File: src/rtl/drenador_salidas.sv
// Round-robin drain of the four output FIFOs onto one registered stream, with per-port
// and total word counters readable through a req/idx handshake.
module drenador_salidas #(
    parameter int unsigned DATA_WIDTH = 12,
    parameter int unsigned CNT_WIDTH  = 8
) (
    input  logic                  clk,
    input  logic                  reset,
    input  logic                  Enable,
    input  logic [3:0]            fifo_empty,
    input  logic [DATA_WIDTH-1:0] data_in_p0,
    input  logic [DATA_WIDTH-1:0] data_in_p1,
    input  logic [DATA_WIDTH-1:0] data_in_p2,
    input  logic [DATA_WIDTH-1:0] data_in_p3,
    output logic [3:0]            pop_fifo_azules,
    output logic [DATA_WIDTH-1:0] data_out,
    output logic                  valid_out,
    output logic [1:0]            port_out,
    input  logic                  req,
    input  logic [2:0]            idx,
    output logic [CNT_WIDTH-1:0]  salida_contador,
    output logic                  valid_contador,
    output logic                  idle
);

    localparam logic [CNT_WIDTH-1:0] CntOne = CNT_WIDTH'(1);

    logic [1:0]            ptr_q;
    logic                  pending_q;
    logic [1:0]            port_q;
    logic [CNT_WIDTH-1:0]  cnt_q [4];
    logic [CNT_WIDTH-1:0]  total_q;

    logic                  grant_valid;
    logic [1:0]            grant;
    logic [1:0]            cand;
    logic [DATA_WIDTH-1:0] sel_data;

    // Scan offsets from farthest to nearest so the nearest non-empty port wins.
    always_comb begin
        grant_valid = 1'b0;
        grant       = ptr_q;
        cand        = ptr_q;
        for (int i = 3; i >= 0; i--) begin
            cand = ptr_q + 2'(i);
            if (Enable && !fifo_empty[cand]) begin
                grant_valid = 1'b1;
                grant       = cand;
            end
        end
    end

    always_comb begin
        pop_fifo_azules = 4'b0000;
        if (grant_valid) begin
            pop_fifo_azules[grant] = 1'b1;
        end
    end

    always_comb begin
        unique case (port_q)
            2'd0:    sel_data = data_in_p0;
            2'd1:    sel_data = data_in_p1;
            2'd2:    sel_data = data_in_p2;
            default: sel_data = data_in_p3;
        endcase
    end

    always_ff @(posedge clk or posedge reset) begin
        if (reset) begin
            ptr_q           <= 2'd0;
            pending_q       <= 1'b0;
            port_q          <= 2'd0;
            data_out        <= '0;
            valid_out       <= 1'b0;
            port_out        <= 2'd0;
            total_q         <= '0;
            salida_contador <= '0;
            valid_contador  <= 1'b0;
            idle            <= 1'b1;
            for (int i = 0; i < 4; i++) begin
                cnt_q[i] <= '0;
            end
        end else begin
            pending_q <= grant_valid;
            if (grant_valid) begin
                port_q <= grant;
                ptr_q  <= grant + 2'd1;
            end

            valid_out <= pending_q;
            if (pending_q) begin
                data_out      <= sel_data;
                port_out      <= port_q;
                cnt_q[port_q] <= cnt_q[port_q] + CntOne;
                total_q       <= total_q + CntOne;
            end

            idle <= !pending_q && (&fifo_empty);

            // Reads see the counters as they were before this edge's increment.
            if (req) begin
                if (idx < 3'd4) begin
                    salida_contador <= cnt_q[idx[1:0]];
                    valid_contador  <= 1'b1;
                end else if (idx == 3'd4) begin
                    salida_contador <= total_q;
                    valid_contador  <= 1'b1;
                end else begin
                    salida_contador <= '0;
                    valid_contador  <= 1'b0;
                end
            end else begin
                valid_contador <= 1'b0;
            end
        end
    end

endmodule

File: config.mk
export PLATFORM = sky130hd
export DESIGN_NAME = drenador_salidas
export DESIGN_NICKNAME = d
export VERILOG_FILES = /design/src/rtl/drenador_salidas.sv
export SDC_FILE = /design/constraint.sdc
export NUM_CORES = 1
export LEC_CHECK = 0
export ABC_AREA = 0
export BUFFER_PORTS_ARGS = -buffer_cell sky130_fd_sc_hd__buf_4
export CORE_ASPECT_RATIO = 0.8
export CORE_UTILIZATION = 51
export CTS_CLUSTER_SIZE = 8
export DETAILED_ROUTE_END_ITERATION = 7
export PLACE_DENSITY = 0.74
export SLEW_MARGIN = 20
export SYNTH_ARGS = -nofsm -noshare
export SYNTH_HDL_FRONTEND = slang
export SYNTH_SLANG_ARGS = --single-unit
File: constraint.sdc
create_clock -name clk -period 4.9 [get_ports clk]
set_clock_uncertainty 0.05 [all_clocks]
set_input_delay 1.47 -clock clk [delete_from_list [all_inputs] [get_ports clk]]
set_output_delay 1.47 -clock clk [all_outputs]
set_load 0.03 [all_outputs]
* After elaboration in Yosys (flattened, before gate mapping) *
Cells that the tools add are included.

storage, ports and cells
  register bits after elaboration = 70
  input port bits = 59
  output and inout port bits = 29
  logic and storage cells = 83

cells by class
  add/subtract/negate cells = 6
  magnitude comparators = 10
  equal/unequal tests = 3
  mux-type cells = 34
  bitwise logic cells = 2
  reductions and logical operators = 14

operators by type and width
  kind                                                        count
  2-to-1 mux 8 bit                                            7
  case mux 12 bit (3 select lines)                            1
  binary-select mux 8 bit (select 2 bit)                      2
  bitwise mux 32 bit                                          1
  adder 8 x 1 -> 8 bit, second input constant                 2
  demux 8 bit (select 2 bit)                                  1
  less-than comparator 2 x 3 -> 1 bit, second input constant  5
  2-to-1 mux 1 bit                                            12
  binary-select mux 1 bit (select 2 bit)                      4
  2-to-1 mux 2 bit                                            4
  logical AND 1 bit                                           7
  >= comparator 3 bit, second input constant                  2
  NOT 2 -> 3 bit                                              2
  zero test 1 bit                                             5
  adder 2 x 1 -> 2 bit, second input constant                 2
  adder 2 bit, second input constant                          2
  2-to-1 mux 4 bit                                            1
  AND reduction 4 bit                                         1
  equality test 3 bit, second input constant                  1
  less-than comparator 3 x 1 -> 1 bit, second input constant  1
  less-than comparator 3 bit, second input constant           1
  demux 1 bit (select 2 bit)                                  1
  equality test 2 x 1 -> 1 bit, second input constant         1
  equality test 2 bit, second input constant                  1
  2 further kinds                                             2

* Longest topological paths before layout *
Gate-level depths: netlist (run 1).

  word-level depth = 14
  gate-level depth with buffers = 7
  gate-level depth less buffers = 5

* Least setup slack after synthesis (run 1) *
No wires, ideal clock.

  path type = input to output
  start = input port fifo_empty[3]
  end = output port pop_fifo_azules[0]
  data arrival time = 2935 ps
  data required time = 3380 ps
  path slack = 445 ps
  stages on the path = 6
  buffers on the path = 1
  path through = clkbuf_1 > mux4_2 > o221ai_1 > a21oi_1 > a21o_1 > nor2_1

between the ends
  word-level cells in the longest chain between the ends = 13
  elaborated cells on any way between the ends = 30
  classes of those cells = 2 x order compare; 19 x mux; 9 x reduce/logical

ends and longest elaborated chain
  element                                                                                                           RTL line  source
  start, declared                                                                                                   10        input logic [3:0] fifo_empty,
  binary-select mux 1 bit (select 2 bit)                                                                            46        if (Enable && !fifo_empty[cand]) begin
  2-to-1 mux 1 bit (implied by the code)                                                                            46
  zero test 1 bit                                                                                                   46
  logical AND 1 bit                                                                                                 46
  2-to-1 mux 2 bit (4 in series)                                                                                    46
  less-than comparator 2 x 3 -> 1 bit (implied by the code) / >= comparator 2 x 1 -> 1 bit (equally long branches)  56        pop_fifo_azules[grant] = 1'b1;
  logical AND 1 bit (implied by the code)                                                                           56
  2-to-1 mux 1 bit (implied by the code)                                                                            56
  demux 1 bit (select 2 bit)                                                                                        56
  2-to-1 mux 4 bit (*)                                                                                              55        if (grant_valid) begin
  end, declared                                                                                                     15        output logic [3:0] pop_fifo_azules,

Every way passes the cells marked *; elsewhere a longest branch is shown, timed or not. The select of a mux whose other input is x is not followed.

* Final worst setup path (run 1) *
  start = input port fifo_empty[3]
  end = output port pop_fifo_azules[2]

Same word-level chain as after synthesis.

==> results of run 1 <==
final cells by class:
| class | instances | area [um^2] |
|---|---|---|
| multi-input cells | 227 | 1851 |
| flip-flops and latches | 70 | 1754 |
| well taps | 87 | 108.9 |
| clock buffers | 11 | 151.4 |
| inverters | 8 | 31.28 |
| clock inverters | 5 | 81.33 |
| repair buffers | 91 | 683.2 |
| fillers | 535 | 2332 |
cells in the mapped netlist, types with 2 or more instances:
cell	count
clkbuf_1	13
nor2b_1	2
nand4_1	7
ha_1	2
o21ba_2	2
xor2_2	3
a221oi_1	8
nand4b_1	2
nand2b_1	3
dfrtp_1	69
nor2_1	39
nand2_1	30
xor2_1	8
mux2_2	19
a21oi_1	14
mux2i_1	2
buf_1	2
clkinv_1	2
o22ai_1	8
a311o_1	2
mux4_2	24
buf_2	8
nand3b_1	2
buf_4	2
o21ai_0	9
xnor2_1	5
and2_1	2
nor3b_1	2
nand3_1	6
o211ai_1	3
o21ai_1	9
inv_1	6
report_power, final:
| group | switching [mW] | internal [mW] | total (mW) |
|---|---|---|---|
| logic | 0.654 | 0.605 | 1.26 |
| registers | 0.247 | 0.802 | 1.05 |
| clock network | 0.216 | 0.314 | 0.530 |
| total | 1.12 | 1.72 | 2.84 |
registers in the layout, indices dropped and copies added (netlist names):
register	cells
port_out	2
ptr_q	2
valid_contador	1
idle	1
valid_out	1
data_out	12
salida_contador	8
pending_q	1
cnt_q	32
port_q	2
total_q	8
per-layer routing:
metal / global-route usage, % / vias to the layer above / share of wire (%)
met1: 35.17 / 1421 / 46
met2: 35.21 / 121 / 46
met3: 6.778 / 8 / 8.1
met5: 0 / - / 0
li1: - / 1364 / -
met4: 6.364 / 0 / 0.62
kinds of logic (layout without fill, tap and decap cells):
kind of cell / Yosys count / after routing / synth area share, %
and+or+nand+nor: 99 / 99 / 12.13
DFF: 70 / 70 / 46.67
AOI/OAI and AO/OA: 65 / 65 / 11.53
muxes: 45 / 45 / 20.62
buffers and inverters: 34 / 115 / 4.064
xor gates and xnor gates: 16 / 16 / 4.331
adders and majority gates: 2 / 2 / 0.6661
how the worst max path moves through the flow:
stage,start,endpoint
finish,fifo_empty[3],pop_fifo_azules[2]
detailed placement,fifo_empty[3],pop_fifo_azules[2]
CTS,fifo_empty[3],pop_fifo_azules[2]
global placement,fifo_empty[3],pop_fifo_azules[2]
global route,fifo_empty[1],pop_fifo_azules[2]
floorplan,fifo_empty[3],pop_fifo_azules[0]
per-stage QoR:
step | worst slack, ns | hold slack (ns) | util (%)
2_1_floorplan | 0.4451 | 0.3147 | -
3_3_place_gp | 0.5819 | 0.4034 | 63.29
3_5_place_dp | 0.5414 | 0.4115 | 63.29
4_1_cts | 0.5333 | 0.4218 | 66.61
5_1_grt | 0.4352 | 0.4410 | 66.65
6_report | 0.5190 | 0.4177 | 66.65
==> qor.txt, run 1 <==
Final Hold Vio Count: 0
Least-Margin Pin Slew: 0.8552 ns
Cell area after synthesis: 3756 um^2
Crit path depth: 7
Crit-path max cell delay: 0.52 ns
Most frequent cells in the layout: buf_4, dfrtp_1, nor2_1, nand2_1, mux4_2
H-tree level count: 3
Vias per cell: 5.840
RSZ-0062 raised after global routing: false
Num rows: 27
Yosys reg bits: 70
Clock-pin slew on the worst setup and hold paths: 0.07 ns
Grt total ovfl: 0
DR DRC count: 3
Pre-antenna DRT Iters: 6
Setup violators final: 0
Total Wirelength: 8.447 mm
Syn Inst Count: 331
Inserted Diodes: 0
Post-route cell area: 4661 um^2
CTS sink cnt: 70
Die area: 7715 um^2
Setup tns final: 0 ns
Crit-path slowest cell: mux4_2
Layout cells sized above 1: 39.32%
Post-cts resize count: 0
Antenna-violating nets left: 0
Synth cell types: 48
Post-Place Cell Area: 4425 um^2
Cell repeated most along the worst path: buf_4
Fin. max-slew vios: 0
Crit path launch type: primary input
R2R setup slack: 2.21 ns
WP data arrival: 2.86 ns
Number of flops mapped to enable cells by yosys: 0
LEAKAGE: 2.065 nW
FMAX: 228.3 MHz
Hold path startpoint: cnt_q[7]$_DFFE_PP0P_
Area leader, netlist: dfrtp_1
Worst path cell trace: buf_4 > mux4_2 > o221ai_1 > a21oi_1 > a21o_1 > nor2_1 > buf_4
Routed vias: 2914
Area contributors post-synth: dfrtp_1, mux4_2, mux2_2, nor2_1, nand2_1
VDD IR max: 0.3383 mV
IO Pins: 88
Count of input and output buffers: 87
Worst Path Max Fanout: 10
CTS Hold Bufs: 0
Largest net degree at the start of global routing: 49
First-pass GRT wire length: 14.10 mm
Hold Path Cell Cnt: 1
Bufs and invs on worst path: 2
RD Place Congestion: 0.7937
Maximum clock insertion buffer count: 2
Power density over the cells: 608.7 nW/um^2
Critical path class: in2out
Chip Width: 97.95 um
Seq/Total Area, Yosys: 46.67%
Main synth FF type: dfrtp_1
Num CTS Buffers: 9
Placed wire-length estimate: 6.028 mm
Min Tclk post-route: 4.381 ns
Reg2Reg Launch Point: port_q[0]$_DFFE_PP0N_
Initial Util: 53.71%
Top-area cell type share of the netlist area: 45.97%
Largest delay share family, worst path: multiplexers
Setup Fix Bufs, Post-CTS: 0
CTS tree: yes
Worst slew margin: 42.55%
Asr flop ratio synth: 100.0%
CP Capture Type: output port
Vias in the first global route: 2766
Syn avg cell area: 11.35 um^2
Status: complete, but fails checks
Total Power: 2.837 mW
Hold EP: cnt_q[7]$_DFFE_PP0P_
Area growth from synthesis to layout: 24.08%
GRT Overall Usage: 23.98%
Starting DRT DRC Count: 175
Syn nets: 392
Worst R2R Path Depth: 6
Hold crit path type: reg2reg
Chip height: 78.76 um
Critical R2R Capture: cnt_q[20]$_DFFE_PP0P_
Clk root buf: clkbuf_8
Number of max-cap violations: 0
Non-filler cells, final: 499
Total core area: 6993 um^2
Wirelength per Cell: 16.93 um
Inst Count DP: 483
Tcrit/Tclk final: 89.41%
Nets@finish: 468
Worst-skew pair later-pin latency: 0.35 ns
Antenna violations before repair: 0
Ys Warns: 0
Required time worst endpoint: 3.38 ns
Commonest non-fill, non-tap cell in the layout: buf_4
Failing checks: DRC
(Power assumes the default switching activity.)
==> run 2, diff against run 1 <==
--- a/config.mk
+++ b/config.mk
@@ -11,6 +11,7 @@
 export CORE_UTILIZATION = 51
 export CTS_CLUSTER_SIZE = 8
 export DETAILED_ROUTE_END_ITERATION = 7
+export GPL_TIMING_DRIVEN = 0
 export PLACE_DENSITY = 0.74
 export SLEW_MARGIN = 20
 export SYNTH_ARGS = -nofsm -noshare
==> run 2 against run 1 <==
Net effect: global-route usage increased by 1.0 points; fmax decreased by 3.3%; core utilization decreased by 0.21 points; total power decreased by 2.8%; the run still ends with DRC left; routed wire length increased by 3.8%; flip-flop and latch count unchanged.
==> qor.txt, run 2 (synthesized netlist as in run 1, its figures left out) <==
Reg2Reg Launch Point: port_q[1]$_DFFE_PP0N_
Pre-antenna DRT Iters: 6 (unchanged)
Grt total ovfl: 0 (unchanged)
Nets@finish: 483 (+3.2%)
WP data arrival: 3.01 ns (+0.15 ns)
Number of max-cap violations: 0 (unchanged)
Clk root buf: clkbuf_8
Wirelength per Cell: 17.06 um (+0.78%)
RSZ-0062 raised after global routing: false
LEAKAGE: 2.056 nW (-0.47%)
Placed wire-length estimate: 6.441 mm (+6.8%)
Failing checks: DRC
Final Hold Vio Count: 0 (unchanged)
Power density over the cells: 593.3 nW/um^2 (-2.5%)
Initial Util: 53.71% (unchanged)
Setup violators final: 0 (unchanged)
Hold Path Cell Cnt: 0 (-1)
Least-Margin Pin Slew: 0.8765 ns (+0.02125 ns)
Die area: 7715 um^2 (unchanged)
CTS sink cnt: 70 (unchanged)
Worst slew margin: 41.12% (-1.4 points)
Clock Power Share: 14.3% (-4.4 points)
Chip Width: 97.95 um (unchanged)
Hold EP: valid_out$_DFF_PP0_
CTS Hold Bufs: 0 (unchanged)
Maximum clock insertion buffer count: 2 (unchanged)
VDD IR max: 0.2966 mV (-12%)
Largest net degree at the start of global routing: 43 (-12%)
Count of input and output buffers: 79 (-9.2%)
Fin. max-slew vios: 0 (unchanged)
Biggest register: cnt_q
Starting DRT DRC Count: 199 (+14%)
First-pass GRT wire length: 14.92 mm (+5.9%)
RD Place Congestion: 0.9150 (+15%)
H-tree level count: 3 (unchanged)
DR DRC count: 3 (unchanged)
CP Capture Type: output port
Worst R2R Path Depth: 7 (+1)
Critical path class: in2out
Inst Count DP: 498 (+3.1%)
Antenna-violating nets left: 0 (unchanged)
Non-filler cells, final: 514 (+3.0%)
FMAX: 220.7 MHz (-3.3%)
GRT Overall Usage: 25.02% (+1.0 points)
IO Pins: 88 (unchanged)
Setup Fix Bufs, Post-CTS: 0 (unchanged)
Most frequent cells in the layout: buf_4, dfrtp_1, nor2_1, nand2_1, mux4_2
Switching Fraction: 41.43% (+2.1 points)
Total Wirelength: 8.769 mm (+3.8%)
Place WS: 0.3962 ns (-0.1452 ns)
Combinational power share: 50.4% (+6.0 points)
Worst hold slack: 0.3597 ns (-0.05798 ns)
Num CTS Buffers: 9 (unchanged)
Vias in the first global route: 3067 (+11%)
Worst Path Max Fanout: 10 (unchanged)
Vias per cell: 5.813 (-0.45%)
Largest regs: cnt_q x32, data_out x12
Tcrit/Tclk final: 92.47% (+3.1 points)
Hold path startpoint: pending_q$_DFF_PP0_
Largest register FFs: 32 (unchanged)
Int Power: 1.614 mW (-6.2%)
Worst-skew pair later-pin latency: 0.35 ns (about the same)
Commonest non-fill, non-tap cell in the layout: buf_4
Hold crit path type: reg2reg
Routed vias: 2988 (+2.5%)
Area growth from synthesis to layout: 23.68%
Antenna violations before repair: 0 (unchanged)
CTS tree: yes
Final setup margin: 0.3690 ns (-0.1500 ns)
Required time worst endpoint: 3.38 ns (about the same)
Layout cells sized above 1: 37.70% (-1.6 points)
Status: complete, but fails checks
Critical R2R Capture: cnt_q[4]$_DFFE_PP0P_
Post-cts resize count: 0 (unchanged)
Sequential power share: 35.2% (-1.8 points)
Total Power: 2.757 mW (-2.8%)
Inserted Diodes: 0 (unchanged)
Min Tclk post-route: 4.531 ns (+0.1500 ns)
Crit path launch type: primary input
P_sw: 1.142 mW (+2.3%)
Chip height: 78.76 um (unchanged)
Setup tns final: 0 ns (unchanged)
Clock-pin slew on the worst setup and hold paths: 0.07 ns (about the same)
R2R setup slack: 2.80 ns (+0.59 ns)
Num rows: 27 (unchanged)
Total core area: 6993 um^2 (unchanged)
## run 2: metrics by stage
step	instance area [um^2]	util (%)
global placement	4458	63.75
finish	4646	66.43
CTS	4646	66.43
global route	4646	66.43
floorplan	3756	-
detailed placement	4481	64.07
## run 2: layout make-up
type | count | area [um^2]
clock buffers | 9 | 123.9
multi-input cells | 227 | 1851
repair buffers | 80 | 613.1
well taps | 87 | 108.9
flip-flops and latches | 70 | 1753
inverters | 8 | 32.53
plain buffers | 26 | 122.6
fillers | 530 | 2347
clock inverters | 7 | 41.29
## run 2: how the worst max path moves through the flow
stage | startpoint | end | slack [ns] | cells past startpoint
2_1_floorplan | fifo_empty[3] | pop_fifo_azules[0] | 0.45 | 6
6_report | fifo_empty[3] | pop_fifo_azules[2] | 0.37 | 7
5_1_grt | fifo_empty[3] | pop_fifo_azules[2] | 0.24 | 7
4_1_cts | fifo_empty[3] | pop_fifo_azules[2] | 0.39 | 7
3_5_place_dp | fifo_empty[3] | pop_fifo_azules[2] | 0.40 | 7
3_3_place_gp | fifo_empty[3] | pop_fifo_azules[2] | 0.40 | 7
## run 2: critical path: stages
cell and delay [ns]:
clkbuf_1 0.20, mux4_2 0.59, o221ai_1 0.10, a21oi_1 0.12, a21o_1 0.21, nor2_1 0.14
buf_4 0.18
## run 2: routing by layer
metal | vias up | GRT usage, % | wire length [um]
li1 | 1386 | - | -
met1 | 1483 | 34.41 | 3993
met2 | 111 | 38.80 | 4052
met3 | 8 | 8.011 | 616
met4 | 0 | 6.364 | 105
met5 | - | 0 | 0
## run 2: power groups by stage
stage	Clock, mW	Combinational, mW	Sequential [mW]
4_1_cts	0.408	1.40	0.969
3_5_place_dp	0	1.39	0.975
2_1_floorplan	0	0.881	1.07
3_3_place_gp	0	1.36	0.956
5_1_grt	0.430	1.52	0.998
6_report	0.395	1.39	0.971
